[src/rtl/scoreboard_pkg.sv]
// Shared types for the pipeline scoreboard: in-flight entry layout, default
// readiness stages and the forwarding-select encoding used by the operand muxes.
package scoreboard_pkg;

  localparam int ALU_STAGE_DEF  = 0;
  localparam int LOAD_STAGE_DEF = 2;

  // Entries carry a fixed-width destination so the struct can live here;
  // the scoreboard zero-extends its REG_W-bit indices into it (REG_W <= 8).
  localparam int SB_DEST_W = 8;

  typedef struct packed {
    logic                 valid;
    logic                 wen;
    logic                 load;
    logic [SB_DEST_W-1:0] dest;
  } sb_entry_t;

  // Same encoding as the operand mux select: STD = register file, FWD = bypass.
  typedef enum logic {
    STD = 1'b0,
    FWD = 1'b1
  } fwd_sel_t;

  function automatic fwd_sel_t fwd_sel(input logic hit);
    return hit ? FWD : STD;
  endfunction

  function automatic logic is_producer(input sb_entry_t e);
    return e.valid && e.wen && (e.dest != '0);
  endfunction

endpackage

[src/rtl/sb_match.sv]
// Priority encoder for one decode operand: finds the youngest in-flight producer
// of the source register and reports a usable bypass or a stall request.
module sb_match
  import scoreboard_pkg::*;
#(
  parameter int STAGES     = 3,
  parameter int REG_W      = 5,
  parameter int ALU_STAGE  = ALU_STAGE_DEF,
  parameter int LOAD_STAGE = LOAD_STAGE_DEF,
  parameter int STG_W      = $clog2(STAGES)
) (
  input  sb_entry_t        entries [STAGES],
  input  logic [REG_W-1:0] src,
  output logic             hit,
  output logic [STG_W-1:0] stage,
  output logic             stall_req
);

  // Walk oldest to youngest so the lowest-index match overwrites everything
  // older; a not-ready youngest match therefore hides any ready older one.
  always_comb begin
    hit       = 1'b0;
    stage     = '0;
    stall_req = 1'b0;
    for (int i = STAGES - 1; i >= 0; i--) begin
      if (is_producer(entries[i]) && entries[i].dest == SB_DEST_W'(src)) begin
        hit       = entries[i].load ? (i >= LOAD_STAGE) : (i >= ALU_STAGE);
        stall_req = !hit;
        stage     = hit ? STG_W'(i) : '0;
      end
    end
  end

endmodule

[src/rtl/pipe_scoreboard.sv]
// In-flight write tracker beside decode: shadow pipeline of destinations,
// per-operand forwarding/stall resolution, busy bitmap and stall-cycle counter.
module pipe_scoreboard
  import scoreboard_pkg::*;
#(
  parameter int STAGES     = 3,
  parameter int N_SRC      = 2,
  parameter int REG_W      = 5,
  parameter int DATA_W     = 32,
  parameter int ALU_STAGE  = ALU_STAGE_DEF,
  parameter int LOAD_STAGE = LOAD_STAGE_DEF,
  parameter int CNT_W      = 16
) (
  input  logic                               CLK,
  input  logic                               RST,
  input  logic                               adv,
  input  logic                               flush,
  input  logic                               issue_valid,
  input  logic                               issue_wen,
  input  logic                               issue_load,
  input  logic [REG_W-1:0]                   issue_dest,
  input  logic [N_SRC*REG_W-1:0]             src_sel,
  input  logic [STAGES*DATA_W-1:0]           stage_data,
  input  logic                               cnt_clr,
  output logic                               stall,
  output logic [N_SRC-1:0]                   fwd_hit,
  output logic [N_SRC*$clog2(STAGES)-1:0]    fwd_stage,
  output logic [N_SRC*DATA_W-1:0]            fwd_data,
  output logic [2**REG_W-1:0]                busy,
  output logic [CNT_W-1:0]                   stall_cnt
);

  localparam int STG_W = $clog2(STAGES);

  sb_entry_t         entry_reg [STAGES];
  sb_entry_t         issue_entry;
  logic [DATA_W-1:0] stage_arr [STAGES];
  logic [N_SRC-1:0]  stall_req;
  logic              accept;

  genvar gi;

  generate
    for (gi = 0; gi < STAGES; gi++) begin : g_stage_data
      assign stage_arr[gi] = stage_data[gi*DATA_W +: DATA_W];
    end

    for (gi = 0; gi < N_SRC; gi++) begin : g_operand
      sb_match #(
        .STAGES     (STAGES),
        .REG_W      (REG_W),
        .ALU_STAGE  (ALU_STAGE),
        .LOAD_STAGE (LOAD_STAGE),
        .STG_W      (STG_W)
      ) u_match (
        .entries   (entry_reg),
        .src       (src_sel[gi*REG_W +: REG_W]),
        .hit       (fwd_hit[gi]),
        .stage     (fwd_stage[gi*STG_W +: STG_W]),
        .stall_req (stall_req[gi])
      );

      assign fwd_data[gi*DATA_W +: DATA_W] =
        fwd_hit[gi] ? stage_arr[fwd_stage[gi*STG_W +: STG_W]] : '0;
    end
  endgenerate

  // Flush overrides any hazard: the decode slot becomes a bubble instead.
  assign stall  = issue_valid && !flush && (|stall_req);
  assign accept = issue_valid && !flush && !stall;

  always_comb begin
    issue_entry       = '0;
    issue_entry.valid = 1'b1;
    issue_entry.wen   = issue_wen;
    issue_entry.load  = issue_load;
    issue_entry.dest  = SB_DEST_W'(issue_dest);
  end

  always_comb begin
    busy = '0;
    for (int i = 0; i < STAGES; i++) begin
      if (is_producer(entry_reg[i])) begin
        busy[entry_reg[i].dest[REG_W-1:0]] = 1'b1;
      end
    end
  end

  always_ff @(posedge CLK) begin
    if (RST) begin
      for (int i = 0; i < STAGES; i++) begin
        entry_reg[i] <= '0;
      end
    end else if (adv) begin
      entry_reg[0] <= accept ? issue_entry : '0;
      for (int i = 1; i < STAGES; i++) begin
        entry_reg[i] <= entry_reg[i-1];
      end
    end
  end

  always_ff @(posedge CLK) begin
    if (RST || cnt_clr) begin
      stall_cnt <= '0;
    end else if (stall && adv && stall_cnt != '1) begin
      stall_cnt <= stall_cnt + 1'b1;
    end
  end

endmodule

[config.mk]
export PLATFORM = sky130hd
export DESIGN_NAME = pipe_scoreboard
export DESIGN_NICKNAME = d
export VERILOG_FILES = /design/src/rtl/scoreboard_pkg.sv /design/src/rtl/sb_match.sv /design/src/rtl/pipe_scoreboard.sv
export SDC_FILE = /design/constraint.sdc
export NUM_CORES = 1
export LEC_CHECK = 0
export BUFFER_PORTS_ARGS = -buffer_cell sky130_fd_sc_hd__buf_2
export CORE_MARGIN = 3
export CORE_UTILIZATION = 45
export DETAILED_ROUTE_END_ITERATION = 8
export PLACE_DENSITY = 0.86
export REMOVE_ABC_BUFFERS = 1
export SLEW_MARGIN = 5
export SYNTH_ARGS = -nofsm -noshare
export SYNTH_HDL_FRONTEND = slang
export SYNTH_SLANG_ARGS = --single-unit
[constraint.sdc]
create_clock -name CLK -period 3 [get_ports CLK]
set_input_delay 0.45 -clock CLK [delete_from_list [all_inputs] [get_ports CLK]]
set_output_delay 0.45 -clock CLK [all_outputs]
set_load 0.01 [all_outputs]
**Word-level counts from Yosys, hierarchy flattened**

Index checks and enable logic that the tools add are counted.

- Flip-flop bits (word level): 48
- Output and inout bits: 119
- Input port bits: 119
- Logic and storage cells: 96

- Bitwise logic cells: 4
- Multiplexer cells: 37
- Equal/unequal tests: 7
- Add/subtract/negate cells: 1
- Order comparisons: 8
- Reduce and logical (&&, ||, !) cells: 27

Operators with widths:

| kind | count |
|---|---|
| 32-bit 2-to-1 mux | 9 |
| 32-bit binary-select mux with 2-bit select | 2 |
| 32-bit bitwise OR | 2 |
| 8-bit by 5-bit == test with 1-bit output | 6 |
| 8-bit nonzero test | 3 |
| 1-bit logical AND | 20 |
| 5-bit by 6-bit < comparator with 1-bit output, second input constant | 3 |
| 16-bit by 1-bit adder with 16-bit output, second input constant | 1 |
| 1-bit 2-to-1 mux | 16 |
| 16-bit inequality test, second input constant | 1 |
| 1-bit demux with 5-bit select | 3 |
| 5-bit by 1-bit greater-or-equal comparator with 1-bit output, second input constant | 3 |
| 2-bit 2-to-1 mux | 6 |
| 11-bit 2-to-1 mux | 1 |
| 3-bit greater-or-equal comparator, second input constant | 2 |
| 2-bit inverter with 3-bit output | 2 |
| 1-bit logical NOT | 2 |
| 2-bit OR reduction | 1 |
| 1-bit logical OR | 1 |

**Depth between registers and ports, before layout**

- Depth in word-level cells: 11
- Mapped depth: 10
- Gate-level depth less buffers: 7

**Modules after synthesis**

From an unflattened synthesis, not the netlist that was laid out.

- Cell total of the unflattened synthesis: 699
- Area total of the unflattened synthesis: 4927.2 µm²

Modules (own cells, without submodules):

| module | sequential area each (µm²) | cells an instance | area an instance (µm²) | times used |
|---|---|---|---|---|
| pipe_scoreboard | 800.8 | 613 | 4331.7 | 1 |
| sb_match | 0.0 | 43 | 297.8 | 2 |

**Least setup slack after synthesis**

OpenSTA, ideal clock, no wires.

- Kind: register -> output
- Start point: register entry_reg[24] (netlist name)
- End point: output fwd_data[34]
- Stages on the path, launching flop included: 9
- Data required time: 2.550 ns
- Buffers on the path: 2
- Arrival: 2.166 ns
- Path slack: 0.384 ns
- Cells stage by stage: dfxtp_1 -> nor3_2 -> a21oi_2 -> and3_1 -> buf_6 -> nor3_1 -> clkbuf_1 -> nand2_1 -> a311oi_1

- Longest elaborated chain between the ends: 9
- Elaborated cells on any way between the ends: 11
- Classes of those cells: eq/ne: 1; mux: 6; bitwise: 1; reduce/logical: 3

RTL lines:

| item | RTL line | text |
|---|---|---|
| from (decl) | pipe_scoreboard.sv:35 | `sb_entry_t entry_reg [STAGES];` |
| from (signal, indexed assignment) | pipe_scoreboard.sv:97 | `entry_reg[i] <= entry_reg[i-1];` |
| 8-bit nonzero test | scoreboard_pkg.sv:30 | `return e.valid && e.wen && (e.dest != '0);` |
| 1-bit logical AND | scoreboard_pkg.sv:30 |  |
| 1-bit logical AND * | sb_match.sv:26 | `if (is_producer(entries[i]) && entries[i].dest == SB_DEST_W'(src)) begin` |
| 2-bit 2-to-1 mux | sb_match.sv:26 |  |
| 2-bit inverter with 3-bit output (implied by the code) | pipe_scoreboard.sv:64 | `fwd_hit[gi] ? stage_arr[fwd_stage[gi*STG_W +: STG_W]] : '0;` |
| 32-bit binary-select mux with 2-bit select | pipe_scoreboard.sv:64 |  |
| 32-bit 2-to-1 mux (implied by the code) (2 in a row) | pipe_scoreboard.sv:64 |  |
| 32-bit 2-to-1 mux * | pipe_scoreboard.sv:64 |  |
| to (decl) | pipe_scoreboard.sv:28 | `output logic [N_SRC*DATA_W-1:0] fwd_data,` |

Mark *: on every way between the ends. The rest lies on a longest branch, timed or not. The select of a mux whose other input is x is not followed.

**Worst setup path after layout**

- Start point: register entry_reg[12] (netlist name)
- End point: output fwd_data[21]

- Longest elaborated chain between the ends: 10
- Elaborated cells on any way between the ends: 13
- Classes of those cells: eq/ne: 1; mux: 8; bitwise: 1; reduce/logical: 3

RTL lines:

| item | RTL line |
|---|---|
| 8-bit nonzero test | scoreboard_pkg.sv:30 |
| 1-bit logical AND | scoreboard_pkg.sv:30 |
| 1-bit logical AND * | sb_match.sv:26 |
| 2-bit 2-to-1 mux (2 in a row) | sb_match.sv:26 |
| 2-bit inverter with 3-bit output (implied by the code) | pipe_scoreboard.sv:64 |
| 32-bit binary-select mux with 2-bit select | pipe_scoreboard.sv:64 |
| 32-bit 2-to-1 mux (implied by the code) (2 in a row) | pipe_scoreboard.sv:64 |
| 32-bit 2-to-1 mux * | pipe_scoreboard.sv:64 |

Marks and branches as above.

==> results by group <==
Outcome
  • Status: finished clean

Critical path
  • CP Class: flop to output port
  • CP endpoint kind: output port
  • Critical Path AT: 2.45 ns
  • Startpoint types: flop
  • CP required: 2.55 ns
  • Max FO, Critical Path: 49

STA
  • RSZ-0062 raised after global routing: yes
  • Skew final: 0.01049 ns
  • Final hold violations: 0
  • Final WS setup: 0.09526 ns
  • Max-slew violation count: 0
  • Worst slew margin: 21.49%
  • Post-layout min period: 2.905 ns
  • Slew @ Worst Pin: 1.167 ns
  • Final Cycle Share: 96.82%
  • Fmax: 344.3 MHz
  • # setup viols final: 0

Flow run
  • Maxcap violations: 0

Detailed routing
  • Final wirelength: 17760 µm
  • Via count: 6214
  • Post-DRT Antenna Nets: 0
  • Initial DRT Pass Iterations: 5
  • Vias/cell: 6.165
  • Starting DRT DRC Count: 871
  • Residual DRC: 0
  • WL/cell: 17.62 µm

Yosys
  • Post-Syn Area: 4537 µm²
  • Synth top area share: 17.21%
  • Number of synthesized flops with an enable pin: 0
  • Yosys warning total: 0
  • Post-synthesis cell type count: 57
  • Post-synthesis sequential area ratio: 17.21%
  • Synth area leaders: dfxtp_1 (17%), mux2i_1 (10%), nand2_1 (9.3%)
  • Top FF cell, synth: dfxtp_1
  • Cells after Synth: 661
  • Synth async-reset ratio: 0%
  • Synthesized flop and latch total: 39
  • Synth area leader: dfxtp_1
  • Post-synthesis area per instance: 6.864 µm²

Power and ir drop
  • Power density cells: 193.2 nW/µm²
  • Power Total: 1.202 mW
  • Lkg Pwr: 3.256 nW
  • Worst VDD drop: 0.0005129 V

GRT
  • First-pass GRT wire length: 26970 µm
  • Initial antenna violation count: 1
  • Tot GR Track Use: 28.37%
  • Largest net degree at the start of global routing: 66
  • Vias in the first global route: 5481
  • GR Overflow Total: 0

CTS
  • Worst-skew pair later-pin latency: 0.30 ns
  • Clk buf depth: 2
  • Clk sinks: 39
  • CTS H-Tree Depth: 2
  • CTS root buf: clkbuf_8
  • Clock buffer count from CTS: 5
  • CTS tree: built
  • Clock Pin Slew Worst Setup and Hold Paths: 0.07 ns

Final layout
  • Share of cells above drive strength 1: 36.57%
  • Fillers: 846
  • Commonest non-fill, non-tap cell in the layout: buf_2
  • Final net count: 994
  • Layout Area Growth over Synthesis: 37.15%
  • Non-Filler Instances: 1008
  • Final instance area: 6222 µm²
  • Antenna Cells: 0
  • Number of flip-flops in the largest register: 23
  • Most frequent cells in the layout: buf_2 (236), nand2_1 (110), nor2_1 (98)

Floorplan
  • Die width: 106.4 µm
  • Total Die Area: 11320 µm²
  • Core box area: 9774 µm²
  • DIE HEIGHT: 106.4 µm
  • Cell row count: 36
  • # IOs: 238
  • Initial Utilization: 46.42%

Hold path
  • Hold Path Class: primary input to flop

Placement
  • I/O Buffers: 236
  • Dpl hpwl: 12920 µm
  • Place WS: 0.05542 ns
  • Placed cell areas: 5929 µm²
  • DP Cell Count: 995
  • GPL Wtd Cong: 0.9537
## cells by family after synthesis
logic type	count (synthesis)	synth area share, %
mux	47	10.37
buf+inv	75	7.308
simple gates	323	33.70
flops	39	17.21
other cells	1	0.08266
compound gates	144	25.07
xor+xnor	31	5.985
fa+ha+maj	1	0.2757
## synthesized netlist by cell type, drive strengths merged, types with 8 or more instances
master    n
and3b     8
nand4    10
or4      11
nand2   113
clkbuf   43
inv      10
nor3b     9
dfxtp    39
buf      22
o31ai     9
nand3    15
mux2i    47
a22oi    12
a311oi   32
nor3     20
a221o    10
xnor2    16
xor2     15
a211oi   33
nor2    102
a21oi    15
## power by group
part / leakage, nW / total, mW / switching, mW / internal (mW)
registers: 0.320 / 0.532 / 0.0105 / 0.522
logic: 2.87 / 0.216 / 0.114 / 0.102
clock network: 0.0612 / 0.453 / 0.184 / 0.269
## through the flow
step	hold slack, ns	utilization, %	setup TNS [ns]
after floorplan	0.4782	-	-38.23
after global placement	0.4806	60.66	0
final	0.3758	63.66	0
after global routing	0.3813	63.66	-0.6073
after detailed placement	0.5000	60.66	0
after CTS	0.3723	62.15	0
## path summary, 6_finish.rpt
| kind | from | endpoint | slack, ns | cells past startpoint |
|---|---|---|---|---|
| min reg2reg | stall_cnt[7] | stall_cnt[7] | 0.51 | 2 |
| min | issue_dest[3] | entry_reg[25] | 0.38 | 2 |
| max reg2reg | entry_reg[12] | stall_cnt[3] | 0.57 | 8 |
| max | entry_reg[12] | fwd_data[21] | 0.1 | 10 |
## critical path: stages (launching register included)
cell	delay, ns
dfxtp_2	0.37
xor2_1	0.17
nor3_1	0.20
nand4_1	0.23
nor4b_4	0.20
buf_4	0.13
nand2_2	0.09
buf_12	0.23
nor2_1	0.11
a211oi_1	0.23
buf_2	0.17
## timing repair
item                                    CTS  global route
gates resized for setup                   9            22
pin swaps                                 0             5
endpoints found under the setup margin   59            65
cloned                                    0             2
hold buffers                              0             0
buffers inserted                          0             3
## area by class of cell
class	instances	area, µm²	area share (%)
flip-flops and latches	39	797.0	12.81
well taps	133	166.4	2.674
clock inverters	2	35.03	0.5630
inverters	10	37.54	0.6033
multi-input cells	547	3537	56.85
repair buffers	271	1567	25.18
clock buffers	6	82.58	1.327
## metal layers
metal | vias up | track usage [%] | routed length [µm]
met5 | - | 0 | 11
met4 | 2 | 10.59 | 661
met3 | 76 | 4.797 | 2058
met2 | 444 | 46.11 | 8219
met1 | 2839 | 37.66 | 6811
li1 | 2853 | - | -
Note: power is estimated with default switching activity, not from simulation.
